$ cat src/rtl/fsm_table_pkg.sv
// Shared types and defaults for the table-driven FSM sequencer.
// Entry layout is {next_state, output}; address is {a, state}.
package fsm_table_pkg;

    localparam int SW_DEF = 3;
    localparam int OW_DEF = 3;
    localparam int CW_DEF = 8;

    localparam int ENT_W_DEF   = SW_DEF + OW_DEF;
    localparam int NS_MSB_DEF  = ENT_W_DEF - 1;
    localparam int NS_LSB_DEF  = OW_DEF;
    localparam int OUT_MSB_DEF = OW_DEF - 1;

    typedef enum logic [1:0] {
        IDLE = 2'd0,
        RUN  = 2'd1,
        DONE = 2'd2
    } ctrl_e;

endpackage

$ cat src/rtl/fsm_table_mem.sv
// Next-state/output table: async-cleared register file,
// one synchronous write port, one combinational read port.
module fsm_table_mem
    import fsm_table_pkg::*;
#(
    parameter int AW = SW_DEF + 1,
    parameter int DW = ENT_W_DEF
) (
    input  logic          i_clk,
    input  logic          i_rst_n,
    input  logic          i_we,
    input  logic [AW-1:0] i_waddr,
    input  logic [DW-1:0] i_wdata,
    input  logic [AW-1:0] i_raddr,
    output logic [DW-1:0] o_rdata
);

    localparam int DEPTH = 1 << AW;

    logic [DW-1:0] r_mem [DEPTH];

    // Table storage: whole table clears on reset, host writes otherwise
    always_ff @(posedge i_clk or negedge i_rst_n) begin
        if (!i_rst_n) begin
            for (int i = 0; i < DEPTH; i++) begin
                r_mem[i] <= '0;
            end
        end else if (i_we) begin
            r_mem[i_waddr] <= i_wdata;
        end
    end

    assign o_rdata = r_mem[i_raddr];

endmodule

$ cat src/rtl/fsm_table_sequencer.sv
// Programmable table FSM with a run controller: host loads the table,
// then starts a run of a fixed number of transitions.
module fsm_table_sequencer
    import fsm_table_pkg::*;
#(
    parameter int SW = SW_DEF,
    parameter int OW = OW_DEF,
    parameter int CW = CW_DEF
) (
    input  logic             clk,
    input  logic             res,
    input  logic             cfg_valid,
    output logic             cfg_ready,
    input  logic [SW:0]      cfg_addr,
    input  logic [SW+OW-1:0] cfg_data,
    input  logic             start,
    input  logic [SW-1:0]    init_state,
    input  logic [CW-1:0]    steps,
    input  logic             a,
    output logic [SW-1:0]    state,
    output logic [OW-1:0]    saida,
    output logic             busy,
    output logic             done,
    output logic             err
);

    ctrl_e              r_ctrl;
    ctrl_e              w_ctrl_nxt;
    logic [SW-1:0]      r_state;
    logic [CW-1:0]      r_cnt;
    logic               r_err;
    logic [SW+OW-1:0]   w_entry;
    logic [SW-1:0]      w_nxt;
    logic               w_idle;
    logic               w_we;

    assign w_idle = (r_ctrl == IDLE);
    assign w_we   = cfg_valid & w_idle;
    assign w_nxt  = w_entry[SW+OW-1:OW];

    fsm_table_mem #(
        .AW(SW + 1),
        .DW(SW + OW)
    ) u_mem (
        .i_clk   (clk),
        .i_rst_n (res),
        .i_we    (w_we),
        .i_waddr (cfg_addr),
        .i_wdata (cfg_data),
        .i_raddr ({a, r_state}),
        .o_rdata (w_entry)
    );

    // Controller next state: a zero budget skips RUN entirely
    always_comb begin
        w_ctrl_nxt = r_ctrl;
        unique case (r_ctrl)
            IDLE: begin
                if (start) begin
                    w_ctrl_nxt = (steps == '0) ? DONE : RUN;
                end
            end
            RUN: begin
                if (r_cnt == CW'(1)) begin
                    w_ctrl_nxt = DONE;
                end
            end
            DONE:    w_ctrl_nxt = IDLE;
            default: w_ctrl_nxt = IDLE;
        endcase
    end

    // Controller state register
    always_ff @(posedge clk or negedge res) begin
        if (!res) begin
            r_ctrl <= IDLE;
        end else begin
            r_ctrl <= w_ctrl_nxt;
        end
    end

    // FSM state, step counter and sticky config-error flag
    always_ff @(posedge clk or negedge res) begin
        if (!res) begin
            r_state <= '0;
            r_cnt   <= '0;
            r_err   <= 1'b0;
        end else begin
            if (w_idle && start) begin
                r_state <= init_state;
                r_cnt   <= steps;
                r_err   <= 1'b0;
            end else if (r_ctrl == RUN) begin
                r_state <= w_nxt;
                r_cnt   <= r_cnt - CW'(1);
            end
            if (cfg_valid && !w_idle) begin
                r_err <= 1'b1;
            end
        end
    end

    assign cfg_ready = w_idle;
    assign state     = r_state;
    assign saida     = w_entry[OW-1:0];
    assign busy      = (r_ctrl == RUN);
    assign done      = (r_ctrl == DONE);
    assign err       = r_err;

endmodule

$ cat config.mk
export PLATFORM = sky130hd
export DESIGN_NAME = fsm_table_sequencer
export DESIGN_NICKNAME = d
export VERILOG_FILES = /design/src/rtl/fsm_table_pkg.sv /design/src/rtl/fsm_table_mem.sv /design/src/rtl/fsm_table_sequencer.sv
export SDC_FILE = /design/constraint.sdc
export NUM_CORES = 1
export LEC_CHECK = 0
export BUFFER_PORTS_ARGS = -buffer_cell sky130_fd_sc_hd__buf_2
export CAP_MARGIN = 20
export CELL_PAD_IN_SITES_DETAIL_PLACEMENT = 1
export CELL_PAD_IN_SITES_GLOBAL_PLACEMENT = 1
export CORE_MARGIN = 8
export CORE_UTILIZATION = 47
export CTS_BUF_LIST = sky130_fd_sc_hd__clkbuf_8
export CTS_CLUSTER_SIZE = 24
export DETAILED_ROUTE_END_ITERATION = 10
export PLACE_DENSITY = 0.87
export SETUP_SLACK_MARGIN = 0.05
export SYNTH_ARGS = -nofsm -noshare
export SYNTH_HDL_FRONTEND = slang
export SYNTH_HIERARCHICAL = 1
export SYNTH_SLANG_ARGS = --single-unit
$ cat constraint.sdc
create_clock -name clk -period 1.8 [get_ports clk]
set_input_delay 0.27 -clock clk [delete_from_list [all_inputs] [get_ports clk]]
set_output_delay 0.27 -clock clk [all_outputs]
set_load 0.02 [all_outputs]
==> metrics, run 1 <==
status=complete, but fails checks; failing checks=negative setup slack; worst-case clock buffer depth=2; Cell Area, Synth=around 0.0052 sq mm; synthesized instance count=~370; share of layout cells above drive strength 1=about 58%; Initial DRC Count=between 200 and 300; cts bufs inserted=9; Post-DRT Antenna Nets=0; Main synth FF type=dfrtp_1; min-delay worst type=primary input to register; synth top area cells=dfrtp_1, mux2_2, mux4_2; largest family of logic cells by synthesized area=multiplexers; hpwl dp=9.74 mm; All-Layer GR Usage=20.1%; vias in the first global route=a little under 4k; area delta synth->final=24.5%; nature of the critical path startpoint=register; chip width=~120 microns; antenna violations before repair=1; DR vias=about 3.5k; Worst VDD drop=0.642 mV; Async SR Flop Fraction=100%; post-route standard cell area excluding fillers=0.00652 sq mm; Pre-antenna DRT Iters=4; drc violations=0; Clock Sinks=110; PwrDens=1300 mW/mm^2; initial core utilization=between 40 and 50%; vias per cell=6.12; Routed WL=15.0 mm; post-synthesis adder-cell area fraction=less than 1%; Min Hold Slack=around 0.16 ns; worst clock skew=0.0207 ns; Post-Synth Simple-Gate Area=8.27%; die area=about 0.015 sq mm; # IOs=36; crit end category=output pin; Critical Path AT=~2.0 ns; most instantiated cells after synthesis=dfrtp_1, mux2_2, mux4_2; WL/cell=between 20 and 30 microns; clock latency on the worst-skew pair=~0.38 ns; Syn Area/Cell=between 10 and 15 sq um; area of placed instances=~0.006 sq mm; hold wc startpoint=cfg_valid; first-pass GRT wire length=22.8 mm; min Tclk post-route=between 2 and 2.5 ns; area share of the largest cell type after synthesis=between 50% and 60%; CTS tree=yes; CP startpoint=state[0]; core area=around 0.011 sq mm; crit-path max FO=9; FF+latch count, synth=110; mux cell area share after synthesis=a little under a third; largest net degree at the start of global routing=56; final setup vio count=22; Fill cells=about 1.0k; # port buffers=35; FF-to-FF Start=state[0]; Tcrit/Tclk final=128%; syn_nets=~400; Clock H-tree levels=3; Slew Viols, Final=0; total power=approximately 0.0085 W; Setup Crit Path Kind=register to output pin; Final WS setup=-0.497 ns; sequential area share after synthesis=about 53%; worst slew pin tran=0.503 ns; Rows=38; XOR/XNOR Fraction of Synth Area=0%; most frequent cell after synthesis=dfrtp_1; MaxCap Viol Count=0; clock-pin slew on the worst setup and hold paths=0.11 ns; diode count=0; Root Buffer=clkbuf_8; Post-synth EDFFs=0; Worst slew margin=roughly two thirds; GP Congestion=0.799; CP required=1.53 ns; leading area contributor after synthesis=dfrtp_1; Layout Nets=460; Peak Freq=~440 MHz; RSZ-0062 raised after global routing=yes; Compound-Gate Fraction of Synth Area=between 5 and 6%; final hold violations=0; synthesis warning total=6; height of the die=around 120 microns; TNS Setup=-2.70 ns; Synth cell types=between 40 and 50; Leak Pwr=between 2 and 3 nW; GR Overflow Total=0
## power by group
group / internal [W] / switching, W
sequential: 0.00329 / 0.000581
clock: 0.000552 / 0.000866
combinational: 0.00175 / 0.00143
total: 0.00560 / 0.00288
## registers in the layout, summed over array words and instances (netlist names)
name         count
err              1
r_cnt            8
r_ctrl           2
state            3
u_mem/r_mem     96
## layer usage
layer,routed length (microns),track usage [%]
met3,787,5.23
met5,8,0
met2,7570,33.0
met4,289,5.55
met1,6310,25.9
## path summary, 6_finish.rpt
kind	end	slack, ns	depth (start not counted)
setup / recovery	saida[1]	-0.50	5
hold / removal	err	0.16	3
setup reg to reg	state[2]	-0.40	8
hold reg to reg	u_mem/r_mem[50]	0.51	1
max in group asynchronous	u_mem/r_mem[18]	0.83	3
min in group asynchronous	err	0.34	2
## layout by cell type, fill, tap and decap left out, drive strengths merged, types with 2 or more instances in the layout
| master | n |
|---|---|
| o211ai | 2 |
| o22ai | 2 |
| nand2 | 22 |
| a22oi | 16 |
| a221o | 2 |
| nand4b | 2 |
| a21oi | 4 |
| buf | 72 |
| nor3b | 2 |
| or3 | 3 |
| dfrtp | 110 |
| nand2b | 5 |
| nand3 | 2 |
| inv | 10 |
| nor2 | 12 |
| clkinv | 3 |
| o21ai | 3 |
| o21bai | 2 |
| nor3 | 7 |
| nor4 | 3 |
| clkbuf | 10 |
| a31o | 2 |
| mux4 | 24 |
| ha | 2 |
| mux2 | 96 |
| and2 | 2 |
| nor2b | 2 |
| nand3b | 2 |
## cells by family (layout without fill, tap and decap cells)
logic type                 count (synthesis)  in the layout
AOI/OAI and AO/OA                         37             37
adders and majority gates                  2              2
buffers and inverters                     28             96
DFF                                      110            110
muxes                                    120            120
and+or+nand+nor                           71             71
## final cells by class
type	count	area, sq um	share of cell area, %
Tap cell	140	175	2.69
Timing Repair Buffer	73	681	10.4
Inverter	8	37.5	0.576
Multi-Input combinational cell	230	2690	41.3
Clock inverter	5	42.5	0.652
Clock buffer	10	138	2.11
Sequential cell	110	2750	42.2
## critical path, stage by stage, from the launching register on
cell and delay [ns]:
dfrtp_2 0.44, buf_12 0.16, mux4_2 0.54, a22oi_2 0.28, nand2_2 0.10, buf_6 0.14
## metrics by stage
step,util [%],setup slack [ns],std cells
CTS,57.7,-0.423,570
detailed placement,54.7,-0.101,549
global route,60.1,-0.566,576
global placement,54.7,-0.0192,549
floorplan,-,-0.0920,368
finish,60.1,-0.497,576
## timing repair
action	4_1_cts	5_1_grt
buffers inserted	5	6
gates cloned	0	0
setup endpoints to repair	33	90
resized for setup	17	56
hold buffers	1	0
pin swaps	7	11
hold endpoints to repair	22	0
Power figures use the tool's default switching activity.
==> inputs of run 2 (changes only) <==
--- a/config.mk
+++ b/config.mk
@@ -10,11 +10,11 @@
 export CELL_PAD_IN_SITES_DETAIL_PLACEMENT = 1
 export CELL_PAD_IN_SITES_GLOBAL_PLACEMENT = 1
 export CORE_MARGIN = 8
-export CORE_UTILIZATION = 47
+export CORE_UTILIZATION = 52
 export CTS_BUF_LIST = sky130_fd_sc_hd__clkbuf_8
 export CTS_CLUSTER_SIZE = 24
 export DETAILED_ROUTE_END_ITERATION = 10
-export PLACE_DENSITY = 0.87
+export PLACE_DENSITY = 0.91
 export SETUP_SLACK_MARGIN = 0.05
 export SYNTH_ARGS = -nofsm -noshare
 export SYNTH_HDL_FRONTEND = slang
==> constraint.sdc (replaced) <==
create_clock -name clk -period 2.4 [get_ports clk]
set_input_delay 0.36 -clock clk [delete_from_list [all_inputs] [get_ports clk]]
set_output_delay 0.36 -clock clk [all_outputs]
set_load 0.02 [all_outputs]
==> run 2 against run 1 <==
  * The flow now finishes without violations
  * Combinational power fell by 33%
  * Non-clock buffer count decreased by 9
  * Largest cell class unchanged
  * Critical path type unchanged
  * Largest power group unchanged
  * Global-route usage up 3.0 points
==> metrics, run 2 (same netlist as run 1, synthesis figures left out) <==
status=finished, final reports clean; critical path's slowest cell=mux4_2; most frequent cells in the layout=dfrtp_1, mux2_2, buf_2; Layout Nets=roughly 450; # port buffers=35; Peak Freq=around 430 MHz; WL/cell=about 26 microns; cts bufs inserted=9; All-Layer GR Usage=23.1%; TNS Setup=0 ns; Initial DRC Count=~250; most common cell after layout, fill and taps aside=dfrtp_1; hpwl dp=between 9 and 10 mm; area of placed instances=about 0.0057 sq mm; die area=about 0.014 sq mm; Setup Crit Path Kind=register to output pin; area delta synth->final=15.2%; Critical Path AT=1.95 ns; post-layout util=around three fifths; Fill cells=around 940; Routed WL=roughly 14 mm; clock latency on the worst-skew pair=approximately 0.38 ns; initial core utilization=roughly 54%; Slew Viols, Final=0; DR vias=3456; drc violations=0; PwrDens=between 1000 and 1500 mW/mm^2; Tcrit/Tclk final=a little over nine tenths; Worst VDD drop=roughly 0.57 mV; antenna violations before repair=0; largest net degree at the start of global routing=slightly below 60; crit-path max FO=7; Post-DRT Antenna Nets=0; GR Overflow Total=0; Largest register FFs=96; reg2reg setup slack=~0.23 ns; final setup vio count=0; nature of the critical path startpoint=register; first-pass GRT wire length=around 23 mm; worst slew pin tran=about 0.77 ns; Worst slew margin=between 40% and 50%; Leak Pwr=2.79 nW; Root Buffer=clkbuf_8; MaxCap Viol Count=0; Biggest register=u_mem/r_mem; critical path's largest stage delay=between 0.5 and 0.6 ns; Rows=36; height of the die=116 microns; final hold violations=0; core area=about 0.0098 sq mm; Clock Sinks=110; min Tclk post-route=approximately 2.3 ns; Clock H-tree levels=3; min-delay worst type=primary input to register; clock-pin slew on the worst setup and hold paths=~0.11 ns; RSZ-0062 raised after global routing=yes; vias in the first global route=around 4k; share of layout cells above drive strength 1=about half; dpl cells=about 540; Cell Chain, Critical Path=buf_12 -> mux4_2 -> a22oi_2 -> nand2_1 -> buf_6; fin cells=approximately 560; CTS tree=yes; GP Congestion=0.832; vias per cell=6.16; worst clock skew=roughly 0.013 ns; post-route standard cell area excluding fillers=slightly above 0.006 sq mm; total power=0.00627 W; Pre-antenna DRT Iters=4; worst-case clock buffer depth=2; crit end category=output pin; chip width=116 microns; diode count=0; CP required=approximately 2.0 ns; # IOs=36
==> run 2: worst paths after layout <==
kind                                 from               to  cells after the start
max                              state[0]         saida[0]                      5
min in group asynchronous             res  u_mem/r_mem[81]                      2
max reg2reg                     r_ctrl[0]  u_mem/r_mem[60]                      5
min reg2reg                u_mem/r_mem[5]   u_mem/r_mem[5]                      1
max in group asynchronous             res  u_mem/r_mem[16]                      3
min                         init_state[1]         state[1]                      3
==> run 2: what timing repair did <==
| action | 4_1_cts | 5_1_grt |
|---|---|---|
| endpoints found under the hold margin | 30 | 0 |
| cloned | 2 | 0 |
| hold buffers | 1 | 0 |
| setup endpoints to repair | 3 | 3 |
| resized for setup | 12 | 2 |
| buffers inserted | 2 | 1 |
| pin swaps | 3 | 2 |
==> run 2: critical path: cells and delay by family (launching register included) <==
kind / cells / cell delay [ns]
buffers and inverters: 2 / 0.31
flip-flops: 1 / 0.46
AO/OA/AOI/OAI: 1 / 0.18
multiplexers: 1 / 0.52
AND/OR/NAND/NOR: 1 / 0.11
==> run 2: final cells by class <==
| cell class | instances | area (sq um) | area share (%) |
|---|---|---|---|
| Tap cell | 133 | 166 | 2.76 |
| Timing Repair Buffer | 64 | 480 | 7.97 |
| Clock inverter | 6 | 77.6 | 1.29 |
| Clock buffer | 10 | 138 | 2.28 |
| Multi-Input combinational cell | 230 | 2380 | 39.5 |
| Inverter | 8 | 30.0 | 0.498 |
| Sequential cell | 110 | 2750 | 45.7 |
==> run 2: report_power, final <==
group	total (W)	switching, W	internal (W)
combinational	0.00214	0.000979	0.00116
clock	0.00122	0.000617	0.000606
sequential	0.00290	0.000431	0.00247
==> run 2: per-stage QoR <==
| step | hold WS (ns) | worst slack (ns) |
|---|---|---|
| 5_1_grt | 0.221 | 0.0340 |
| 6_report | 0.187 | 0.0899 |
| 3_3_place_gp | 0.330 | 0.402 |
| 2_1_floorplan | 0.0644 | 0.187 |
| 4_1_cts | 0.189 | 0.0397 |
| 3_5_place_dp | 0.341 | 0.347 |
==> run 2: metal layers <==
layer / vias up / wire [microns] / track usage (%)
met4: 0 / 296 / 9.42
met1: 1831 / 5980 / 28.5
met5: - / 0 / 0
met3: 26 / 628 / 3.05
met2: 121 / 7440 / 40.3
li1: 1478 / - / -
